[src/rtl/vid_palette_fade.sv]
// Multi-channel CPU-writable colour palette with a two-stage video lookup
// and a frame-synchronous fade engine that scales every channel by a global level.
module vid_palette_fade #(
  parameter int W   = 4,
  parameter int NCH = 3,
  parameter int AW  = 4,
  parameter int FW  = 4
) (
  input  logic              clk,
  input  logic              rst,
  input  logic [AW:0]       cp_addr_0,
  input  logic [31:0]       cp_wdata_0,
  input  logic              cp_we_0,
  output logic [31:0]       cp_rdata_1,
  input  logic              vp_frame_0,
  input  logic              vp_zero_0,
  input  logic              vp_brd_0,
  input  logic [AW-1:0]     vp_brd_col_0,
  input  logic [AW-1:0]     vp_col_0,
  output logic [NCH*W-1:0]  vp_col_2
);

  localparam int CW = NCH * W;
  localparam int LW = FW + 1;
  localparam logic [LW-1:0] LMAX = {1'b1, {FW{1'b0}}};

  typedef enum logic {IDLE, FADE} state_t;

  logic [CW-1:0]  r_pal [2**AW];
  state_t         r_state;
  logic [LW-1:0]  r_level;
  logic [LW-1:0]  r_tgt;
  logic [7:0]     r_per;
  logic [7:0]     r_cnt;
  logic [31:0]    r_rdata;
  logic [CW-1:0]  r_raw1;
  logic           r_zero1;
  logic [LW-1:0]  r_lvl1;
  logic [CW-1:0]  r_out;

  logic           w_ctlSel;
  logic           w_palWe;
  logic           w_ctlWe;
  logic [LW-1:0]  w_tgt;
  logic [LW-1:0]  w_step;
  logic           w_busy;
  logic [31:0]    w_status;
  logic [AW-1:0]  w_vidIdx;
  logic [CW-1:0]  w_scaled;
  logic           w_unused;

  assign w_ctlSel = cp_addr_0[AW];
  assign w_palWe  = cp_we_0 & ~w_ctlSel;
  assign w_ctlWe  = cp_we_0 & w_ctlSel;
  assign w_tgt    = (cp_wdata_0[FW:0] > LMAX) ? LMAX : cp_wdata_0[FW:0];
  assign w_step   = (r_level < r_tgt) ? r_level + LW'(1) : r_level - LW'(1);
  assign w_busy   = (r_level != r_tgt);
  assign w_status = {15'd0, w_busy, r_per, {(8-LW){1'b0}}, r_level};
  assign w_vidIdx = vp_brd_0 ? vp_brd_col_0 : vp_col_0;
  assign w_unused = ^cp_wdata_0;

  // Palette storage is deliberately left out of reset so contents survive it.
  always_ff @(posedge clk) begin
    if (w_palWe) r_pal[cp_addr_0[AW-1:0]] <= cp_wdata_0[CW-1:0];
  end

  // Fade engine: a control write always wins over a coincident frame pulse.
  always_ff @(posedge clk or posedge rst) begin
    if (rst) begin
      r_state <= IDLE;
      r_level <= LMAX;
      r_tgt   <= LMAX;
      r_per   <= '0;
      r_cnt   <= '0;
    end else if (w_ctlWe) begin
      r_tgt <= w_tgt;
      r_per <= cp_wdata_0[15:8];
      r_cnt <= '0;
      if (cp_wdata_0[31]) begin
        r_level <= w_tgt;
        r_state <= IDLE;
      end else begin
        r_state <= (w_tgt != r_level) ? FADE : IDLE;
      end
    end else begin
      case (r_state)
        FADE: begin
          if (vp_frame_0) begin
            if (r_cnt == r_per) begin
              r_cnt   <= '0;
              r_level <= w_step;
              if (w_step == r_tgt) r_state <= IDLE;
            end else begin
              r_cnt <= r_cnt + 8'd1;
            end
          end
        end
        default: r_cnt <= '0;
      endcase
    end
  end

  always_ff @(posedge clk or posedge rst) begin
    if (rst) begin
      r_rdata <= '0;
    end else if (w_ctlSel) begin
      r_rdata <= w_status;
    end else begin
      r_rdata <= {{(32-CW){1'b0}}, r_pal[cp_addr_0[AW-1:0]]};
    end
  end

  // Stage 1 captures the level alongside the colour so in-flight pixels keep it.
  always_ff @(posedge clk or posedge rst) begin
    if (rst) begin
      r_raw1  <= '0;
      r_zero1 <= 1'b1;
      r_lvl1  <= '0;
      r_out   <= '0;
    end else begin
      r_raw1  <= r_pal[w_vidIdx];
      r_zero1 <= vp_zero_0;
      r_lvl1  <= r_level;
      r_out   <= r_zero1 ? '0 : w_scaled;
    end
  end

  always_comb begin
    w_scaled = '0;
    for (int k = 0; k < NCH; k++) begin
      w_scaled[k*W +: W] = W'(({{LW{1'b0}}, r_raw1[k*W +: W]} * {{W{1'b0}}, r_lvl1}) >> FW);
    end
  end

  assign cp_rdata_1 = r_rdata;
  assign vp_col_2   = r_out;

endmodule

[config.mk]
export PLATFORM = sky130hd
export DESIGN_NAME = vid_palette_fade
export DESIGN_NICKNAME = d
export VERILOG_FILES = /design/src/rtl/vid_palette_fade.sv
export SDC_FILE = /design/constraint.sdc
export NUM_CORES = 1
export LEC_CHECK = 0
export CORE_MARGIN = 2
export CORE_UTILIZATION = 40
export CTS_BUF_LIST = sky130_fd_sc_hd__clkbuf_8
export DETAILED_ROUTE_END_ITERATION = 12
export SYNTH_ARGS = -nofsm -noshare
export SYNTH_HDL_FRONTEND = slang
export SYNTH_SLANG_ARGS = --single-unit
[constraint.sdc]
create_clock -name clk -period 9 [get_ports clk]
set_clock_uncertainty 0.05 [all_clocks]
set_input_delay 2.7 -clock clk [delete_from_list [all_inputs] [get_ports clk]]
set_output_delay 2.7 -clock clk [all_outputs]
set_load 0.03 [all_outputs]
# Yosys cells after proc, flatten, opt, wreduce, memory -nomap -nowiden
# Memory sizes are Yosys's and may differ from the RTL's. A register that Yosys moved wholly into a read port is not among the register bits.
# Index checks and enable logic that the tools add are counted.
# W data, S select, Z words.
[word_totals] memories=1 out_inout_bits=44 ramBits=192 register_bits=77
[memory_table] memory="r_pal" words=16 width=12 rd=2 rd_clocked_by_memory_dff=1 write_ports=1 line="29" rtl="logic [CW-1:0] r_pal [2**AW];"
[op_classes] n_bitwise=3 n_eq_ne=6 n_mux=23 n_addsub=3 mul=3 order_cmp=2 n_reduce_logical=4
[ops] operator="$mux W5" n=7
[ops] operator="$mux W8" n=4
[ops] operator="$mul A4 B5 Y8" n=3
[ops] operator="$mux W17" n=1
[ops] operator="$mux W12" n=1
[ops] operator="$ne A5 B5 Y1" n=2
[ops] operator="$mux W1" n=9
[ops] operator="$add A8 B1 Y8 const B" n=1
[ops] operator="$eq A8 B8 Y1" n=1
[ops] operator="$reduce_bool A2 Y1" n=3
[ops] operator="$add A5 B1 Y5 const B" n=1
[ops] operator="$eq A5 B5 Y1" n=1
[ops] operator="$gt A5 B5 Y1 const B" n=1
[ops] operator="$lt A5 B5 Y1" n=1
[ops] operator="$sub A5 B1 Y5 const B" n=1
[ops] operator="$mux W4" n=1
[ops] operator="$reduce_and A4 Y1" n=1
[ops] operator="$ne A3 B2 Y1 const B" n=1
[ops] operator="$and A1 B1 Y1" n=2
[ops] operator="$ne A2 B2 Y1 const B" n=1
[ops] operator="$not A1 Y1" n=1

# Longest topological paths before layout
# Gate-level depths: netlist (run 1).
[depth] depth_word=8 ltp_mapped=12

# Least setup slack after synthesis (run 1)
# Ideal clock, no wire load.
[synth_timing] path_kind="input-to-reg" start="in cp_addr_0[1]" end="mem r_pal[1][0] in the netlist's numbering, enable pin" cell_stages=4 t_arrival_ns=4.464 n_path_buf=2 setup_slack_ns=4.089 path_cell_list="clkbuf_1 clkbuf_1 or3b_2 nor3_1"
[synth_rtl] element="from (decl)" line="11" rtl="input logic [AW:0] cp_addr_0,"
[synth_rtl] element="to (decl)" line="29"
# No word-level cell before the write port.

# Worst setup path after layout (run 1)
[layout_timing] start="in vp_brd_0" end="reg r_raw1[10] (read register of r_pal)"
[layout_via] elab_chain_len=1
[layout_lines] element="from (decl)" line="17" rtl="input logic vp_brd_0,"
[layout_lines] element="$mux W4" line="59" rtl="assign w_vidIdx = vp_brd_0 ? vp_brd_col_0 : vp_col_0;"
[layout_lines] element="to (decl)" line="36" rtl="logic [CW-1:0] r_raw1;"
# No other way between the ends.
# A chain may end at the register's enable or synchronous reset.

==> results of run 1 <==
## kinds of logic after synthesis
family / Yosys count
simple gates: 211
mux: 125
buf+inv: 98
other cells: 1
compound gates: 89
fa+ha+maj: 52
xor+xnor: 33
flops: 266
## power groups by stage
stage | combinational [mW] | clock [mW] | sequential, mW
final | 0.783 | 1.03 | 1.45
after global routing | 0.882 | 1.11 | 1.46
after detailed placement | 0.788 | 0 | 1.47
after floorplan | 0.536 | 0 | 1.50
after CTS | 0.796 | 1.05 | 1.45
after global placement | 0.781 | 0 | 1.47
## metal layers
metal	wire length (um)	part of all wire
met1	12900	0.41
met4	661	0.021
met5	0	0
met2	15600	0.50
met3	2230	0.071
## critical path, cell delays in order
cell	delay [ps]
clkdlybuf4s50_1	730
mux2i_4	1010
buf_4	400
mux4_2	540
and2_1	170
a211oi_1	200
a31oi_1	130
## path summary, 6_finish.rpt
path                            slack (ps)  depth (start not counted)        from           to
worst max-delay path                  3410                          7    vp_brd_0   r_raw1[10]
min in group asynchronous             2700                          3         rst     r_tgt[1]
max in group asynchronous             5560                          3         rst  vp_col_2[4]
worst min-delay path                   390                          0  r_level[4]    r_lvl1[4]
worst min register to register         390                          0  r_level[4]    r_lvl1[4]
worst max register to register        5580                         10   r_lvl1[1]  vp_col_2[2]
## cell type report
| type | count | area share |
|---|---|---|
| diodes | 1 | 0.000163 |
| clock buffers | 46 | 0.0411 |
| clock inverters | 35 | 0.0142 |
| inverters | 39 | 0.00959 |
| multi-input cells | 525 | 0.357 |
| flip-flops and latches | 266 | 0.495 |
| well taps | 448 | 0.0364 |
| repair buffers | 75 | 0.0465 |
## metrics by stage
stage | hold slack (ps) | power [mW] | cell area, sq um | cells
finish | 391 | 3.26 | 15400 | 1435
global route | 406 | 3.45 | 15400 | 1434
CTS | 393 | 3.30 | 15400 | 1434
detailed placement | 387 | 2.26 | 14500 | 1353
global placement | 382 | 2.25 | 14500 | 1353
floorplan | 363 | 2.04 | 13500 | 889
## cell usage after synthesis, types with 16 or more instances
cell type	count
edfxtp_1	192
mux4_2	108
nand2_1	95
dfrtp_1	71
and2_1	38
inv_1	38
ha_1	36
nor2_1	36
clkbuf_1	23
buf_4	21
a31oi_1	20
xnor2_1	17
a21o_1	16
fa_1	16
## sequential cells by signal, summed over array words and instances (netlist names)
register	count
r_pal	192
cp_rdata_1	17
r_raw1	12
vp_col_2	12
r_cnt	8
r_per	8
r_level	5
r_lvl1	5
r_tgt	5
r_state	1
r_zero1	1
==> flow_metrics.py, run 1 <==
metrics = {
    "die": {
        "num_rows": 67,
        "fp.dieW_um": 188,
        "core-area_sq_um": 33400,
        "num_io_pins": 95,
        "die_h_um": 188,
        "die-area_sq_um": 35200,
        "start_util": 0.404,
    },
    "logic_synthesis": {
        "synth_compound_area_frac": 0.0461,
        "synth_edf_count": 192,
        "yosysSeqAreaShare": 0.565,
        "synth.cell_area_sq_um": 13500,
        "synthDominantCellAreaShare": 0.428,
        "synthSimpleGateAreaFrac": 0.0751,
        "synth_top_family_by_area": "multiplexers",
        "synth_area_per_cell_sq_um": 15.4,
        "synthMuxAreaShare": 0.195,
        "yosysUniqueCellTypes": 53,
        "yosysTopAreaCell": "edfxtp_1",
        "synth_area_leaders": "edfxtp_1, mux4_2, dfrtp_1, ha_1, nand2_1",
        "yosys_warnings": 0,
        "synthAdderAreaFrac": 0.0572,
        "synth_ff_type": "edfxtp_1",
        "netlist_instances": 875,
        "ys_ff_latch": 266,
        "async_flop_share": 0.278,
        "synthXorXnorAreaFrac": 0.0225,
    },
    "power": {
        "vdd.ir_drop.worst_v": 0.000101,
        "power_switching_mw": 0.977,
        "p_sw_frac": 0.299,
        "combinationalPowerShare": 0.240,
        "seq_power_share": 0.445,
        "clkPwrFrac": 0.315,
        "internal_power_mw": 2.29,
        "p_per_area_nw_per_um2": 212,
        "leakage_nw": 5.76,
    },
    "global_route": {
        "grt_util_met1": 0.241,
        "top_usage_layer": "met2",
        "antenna_found_initial": 2,
        "grt_pass1_vias": 8345,
        "grtUsageMet3": 0.0371,
        "grt_usage": 0.183,
        "grt_use_met2": 0.308,
        "grt_pass1_wl_mm": 48.9,
        "grt-ovfl-total": 0,
        "grt_start_max_net_pins": 75,
    },
    "clocking": {
        "cts_max_path_buffers": 3,
        "cts_root_buf": "clkbuf_8",
        "post_cts_buffers": 0,
        "cts-buffers-inserted": 44,
        "ctsResizeCount": 0,
        "cts_tree": "built",
        "cts.sinks": 266,
        "worstSkewPairLatency_ps": 570,
        "cts_hold_buf": 0,
        "h-tree-depth": 2,
        "clkTransAtPathRegs_ps": 60,
    },
    "cells_and_area": {
        "finish.net_count": 1054,
        "final_cell_mix": "edfxtp_1, mux4_2, nand2_1, dfrtp_1, clkdlybuf4s50_1",
        "final_common_cell": "edfxtp_1",
        "multi_input_area_sq_um": 5490,
        "syn2layout_area_growth_pct": 14.1,
        "final_util": 0.461,
        "drive_above_1_share": 0.230,
        "register_area_sq_um": 7620,
        "fillers": 2968,
    },
    "detailed_routing": {
        "drt-pass1-iter-count": 5,
        "avgRoutedWirePerCell_um": 21.8,
        "drtIter0Drc": 711,
        "drc": 0,
        "drt-total-wl_mm": 31.3,
        "avgViaCountPerCell": 5.52,
        "ant_nets": 0,
        "vias": 7918,
    },
    "timing": {
        "tns_ps": 0,
        "finalCritPeriodShare": 0.621,
        "rsz0062_at_grt": "false",
        "layout_setup_ws_ps": 3410,
        "setup_viol": 0,
        "drv_slew": 0,
        "tightest_slew_ps": 1150,
        "fin_crit_ps": 5590,
        "fmax_mhz": 179,
        "max-slew-margin-rel": 0.217,
        "hold_violations": 0,
    },
    "placed_design": {
        "place_hpwl_mm": 19.4,
        "io_buffers": 64,
        "place_ws_ps": 2810,
        "place_congestion": 0.769,
    },
    "run": {
        "maxCapViolCount": 0,
    },
    "worst_hold_path": {
        "hold_path_class": "reg -> reg",
    },
    "worst_setup_path": {
        "worstPathMaxFanout": 22,
        "critPathArrivalTime_ps": 5910,
        "worstSetupEndpointType": "register",
        "cp.required_ps": 9320,
        "startpoint_type": "input pin",
        "worstSetupPathType": "in -> reg",
    },
    "outcome": {
        "outcome": "completed",
    },
}
No activity file was read; power rests on OpenSTA's default activity.
==> inputs of run 2 (changes only) <==
==> constraint.sdc (replaced) <==
create_clock -name clk -period 4.7 [get_ports clk]
set_clock_uncertainty 0.05 [all_clocks]
set_input_delay 1.41 -clock clk [delete_from_list [all_inputs] [get_ports clk]]
set_output_delay 1.41 -clock clk [all_outputs]
set_load 0.03 [all_outputs]
==> flow_metrics.py, run 2 (synthesis results as in run 1) <==
metrics = {
    "clocking": {
        "ctsResizeCount": 0,
        "post_cts_buffers": 0,
        "clkTransAtPathRegs_ps": 60,
        "cts_root_buf": "clkbuf_8",
        "cts_tree": "built",
        "cts_max_path_buffers": 3,
        "cts-buffers-inserted": 45,
        "worstSkewPairLatency_ps": 590,
        "cts.sinks": 266,
        "h-tree-depth": 2,
        "cts_hold_buf": 0,
    },
    "worst_hold_path": {
        "hold_path_class": "reg -> reg",
        "holdPathEnd": "r_lvl1[4]",
        "hp-start": "r_level[4]",
        "min_path_cells": 0,
    },
    "global_route": {
        "grt_start_max_net_pins": 48,
        "grt_pass1_vias": 8404,
        "grt-ovfl-total": 0,
        "grt_pass1_wl_mm": 49.6,
        "grt_usage": 0.186,
        "antenna_found_initial": 0,
    },
    "timing": {
        "finalCritPeriodShare": 0.732,
        "fin_crit_ps": 3440,
        "tns_ps": 0,
        "setup_viol": 0,
        "max-slew-margin-rel": 0.365,
        "fmax_mhz": 291,
        "tightest_slew_ps": 953,
        "drv_slew": 0,
        "hold_violations": 0,
        "rsz0062_at_grt": "false",
    },
    "worst_setup_path": {
        "worstPathMaxFanout": 10,
        "crit_chain": "clkdlybuf4s50_1, buf_4, mux2i_4, buf_4, mux4_2, and2_0, a211oi_1, a31oi_1",
        "startpoint_type": "input pin",
        "cp-startpoint": "vp_brd_0",
        "crit_top_cell": "buf_4",
        "r2r_end": "vp_col_2[2]",
        "worstSetupPathType": "in -> reg",
        "rr_worst_depth": 10,
        "crit_slowest_cell": "clkdlybuf4s50_1",
        "cp_slowest_stage_delay_ps": 540,
        "r2r_setup_slack_ps": 1300,
        "worstSetupEndpointType": "register",
        "reg2reg_from": "r_lvl1[2]",
        "critPathArrivalTime_ps": 3830,
        "cp.required_ps": 5090,
    },
    "die": {
        "core-area_sq_um": 33400,
        "die-area_sq_um": 35200,
        "die_h_um": 188,
        "num_io_pins": 95,
        "fp.dieW_um": 188,
        "num_rows": 67,
        "start_util": 0.404,
    },
    "detailed_routing": {
        "drc": 0,
        "drt-pass1-iter-count": 5,
        "drt-total-wl_mm": 31.9,
        "avgViaCountPerCell": 5.48,
        "ant_nets": 0,
        "avgRoutedWirePerCell_um": 21.5,
        "drtIter0Drc": 524,
        "vias": 8115,
    },
    "placed_design": {
        "io_buffers": 64,
        "place_inst": 1398,
        "place_hpwl_mm": 21.6,
        "place_congestion": 0.783,
    },
    "cells_and_area": {
        "final_common_cell": "edfxtp_1",
        "instances_no_fill": 1482,
        "drive_above_1_share": 0.255,
        "finish.net_count": 1100,
        "antenna_cells": 0,
        "final_cell_mix": "edfxtp_1, mux4_2, nand2_1, dfrtp_1, clkdlybuf4s50_1",
        "syn2layout_area_growth_pct": 16.8,
        "largest_reg_flops": 192,
    },
    "outcome": {
        "outcome": "completed",
    },
    "power": {
        "leakage_nw": 6.04,
        "p_per_area_nw_per_um2": 403,
        "vdd.ir_drop.worst_v": 0.000306,
    },
    "run": {
        "maxCapViolCount": 0,
    },
}
-- run 2: cell types whose count changed in the layout (fill, tap and decap cells not counted), sizes merged --
cell / delta
clkinv: -11
diode: -1
buf: +45
bufinv: -1
clkinvlp: +1
inv: +6
clkbuf: +8
-- run 2: layer usage --
metal	GRT usage	share of wire	up-vias
li1	-	-	3564
met2	0.317	0.50	279
met3	0.0406	0.068	48
met4	0.0539	0.021	0
met1	0.241	0.41	4224
met5	0	0	-
-- run 2: area by class of cell --
cell class,count,area [sq um]
Clock buffer,54,743
Inverter,39,148
Timing Repair Buffer,120,1080
Tap cell,448,561
Fill cell,2916,17600
Sequential cell,266,7620
Clock inverter,30,161
Multi-Input combinational cell,525,5440
-- run 2: stage by stage --
step	setup slack (ps)	cell area (sq um)	total power [mW]	hold slack (ps)	utilization
2_1_floorplan	1080	13500	3.91	363	-
3_3_place_gp	609	14800	4.33	383	0.445
3_5_place_dp	587	14800	4.35	389	0.445
4_1_cts	1220	15700	6.42	398	0.472
5_1_grt	1050	15700	6.72	404	0.472
6_report	1260	15700	6.34	398	0.472
-- run 2: report_power, final --
| group | switching (mW) | internal, mW | total (mW) |
|---|---|---|---|
| Combinational | 0.806 | 0.702 | 1.51 |
| Sequential | 0.130 | 2.66 | 2.79 |
| Clock | 0.945 | 1.10 | 2.05 |
| Total | 1.88 | 4.46 | 6.34 |
-- run 2: worst max path at each step --
stage	end	slack, ps
2_1_floorplan	r_pal[1][0]	1080
3_3_place_gp	r_raw1[8]	610
3_5_place_dp	r_raw1[8]	590
4_1_cts	r_raw1[8]	1220
5_1_grt	vp_col_2[2]	1050
6_report	r_raw1[8]	1260
-- run 2: critical path: cells and delay by family --
kind,cells,cell delay (ps)
AO/OA/AOI/OAI,2,400
buffers and inverters,3,1020
multiplexers,2,830
AND/OR/NAND/NOR,1,160
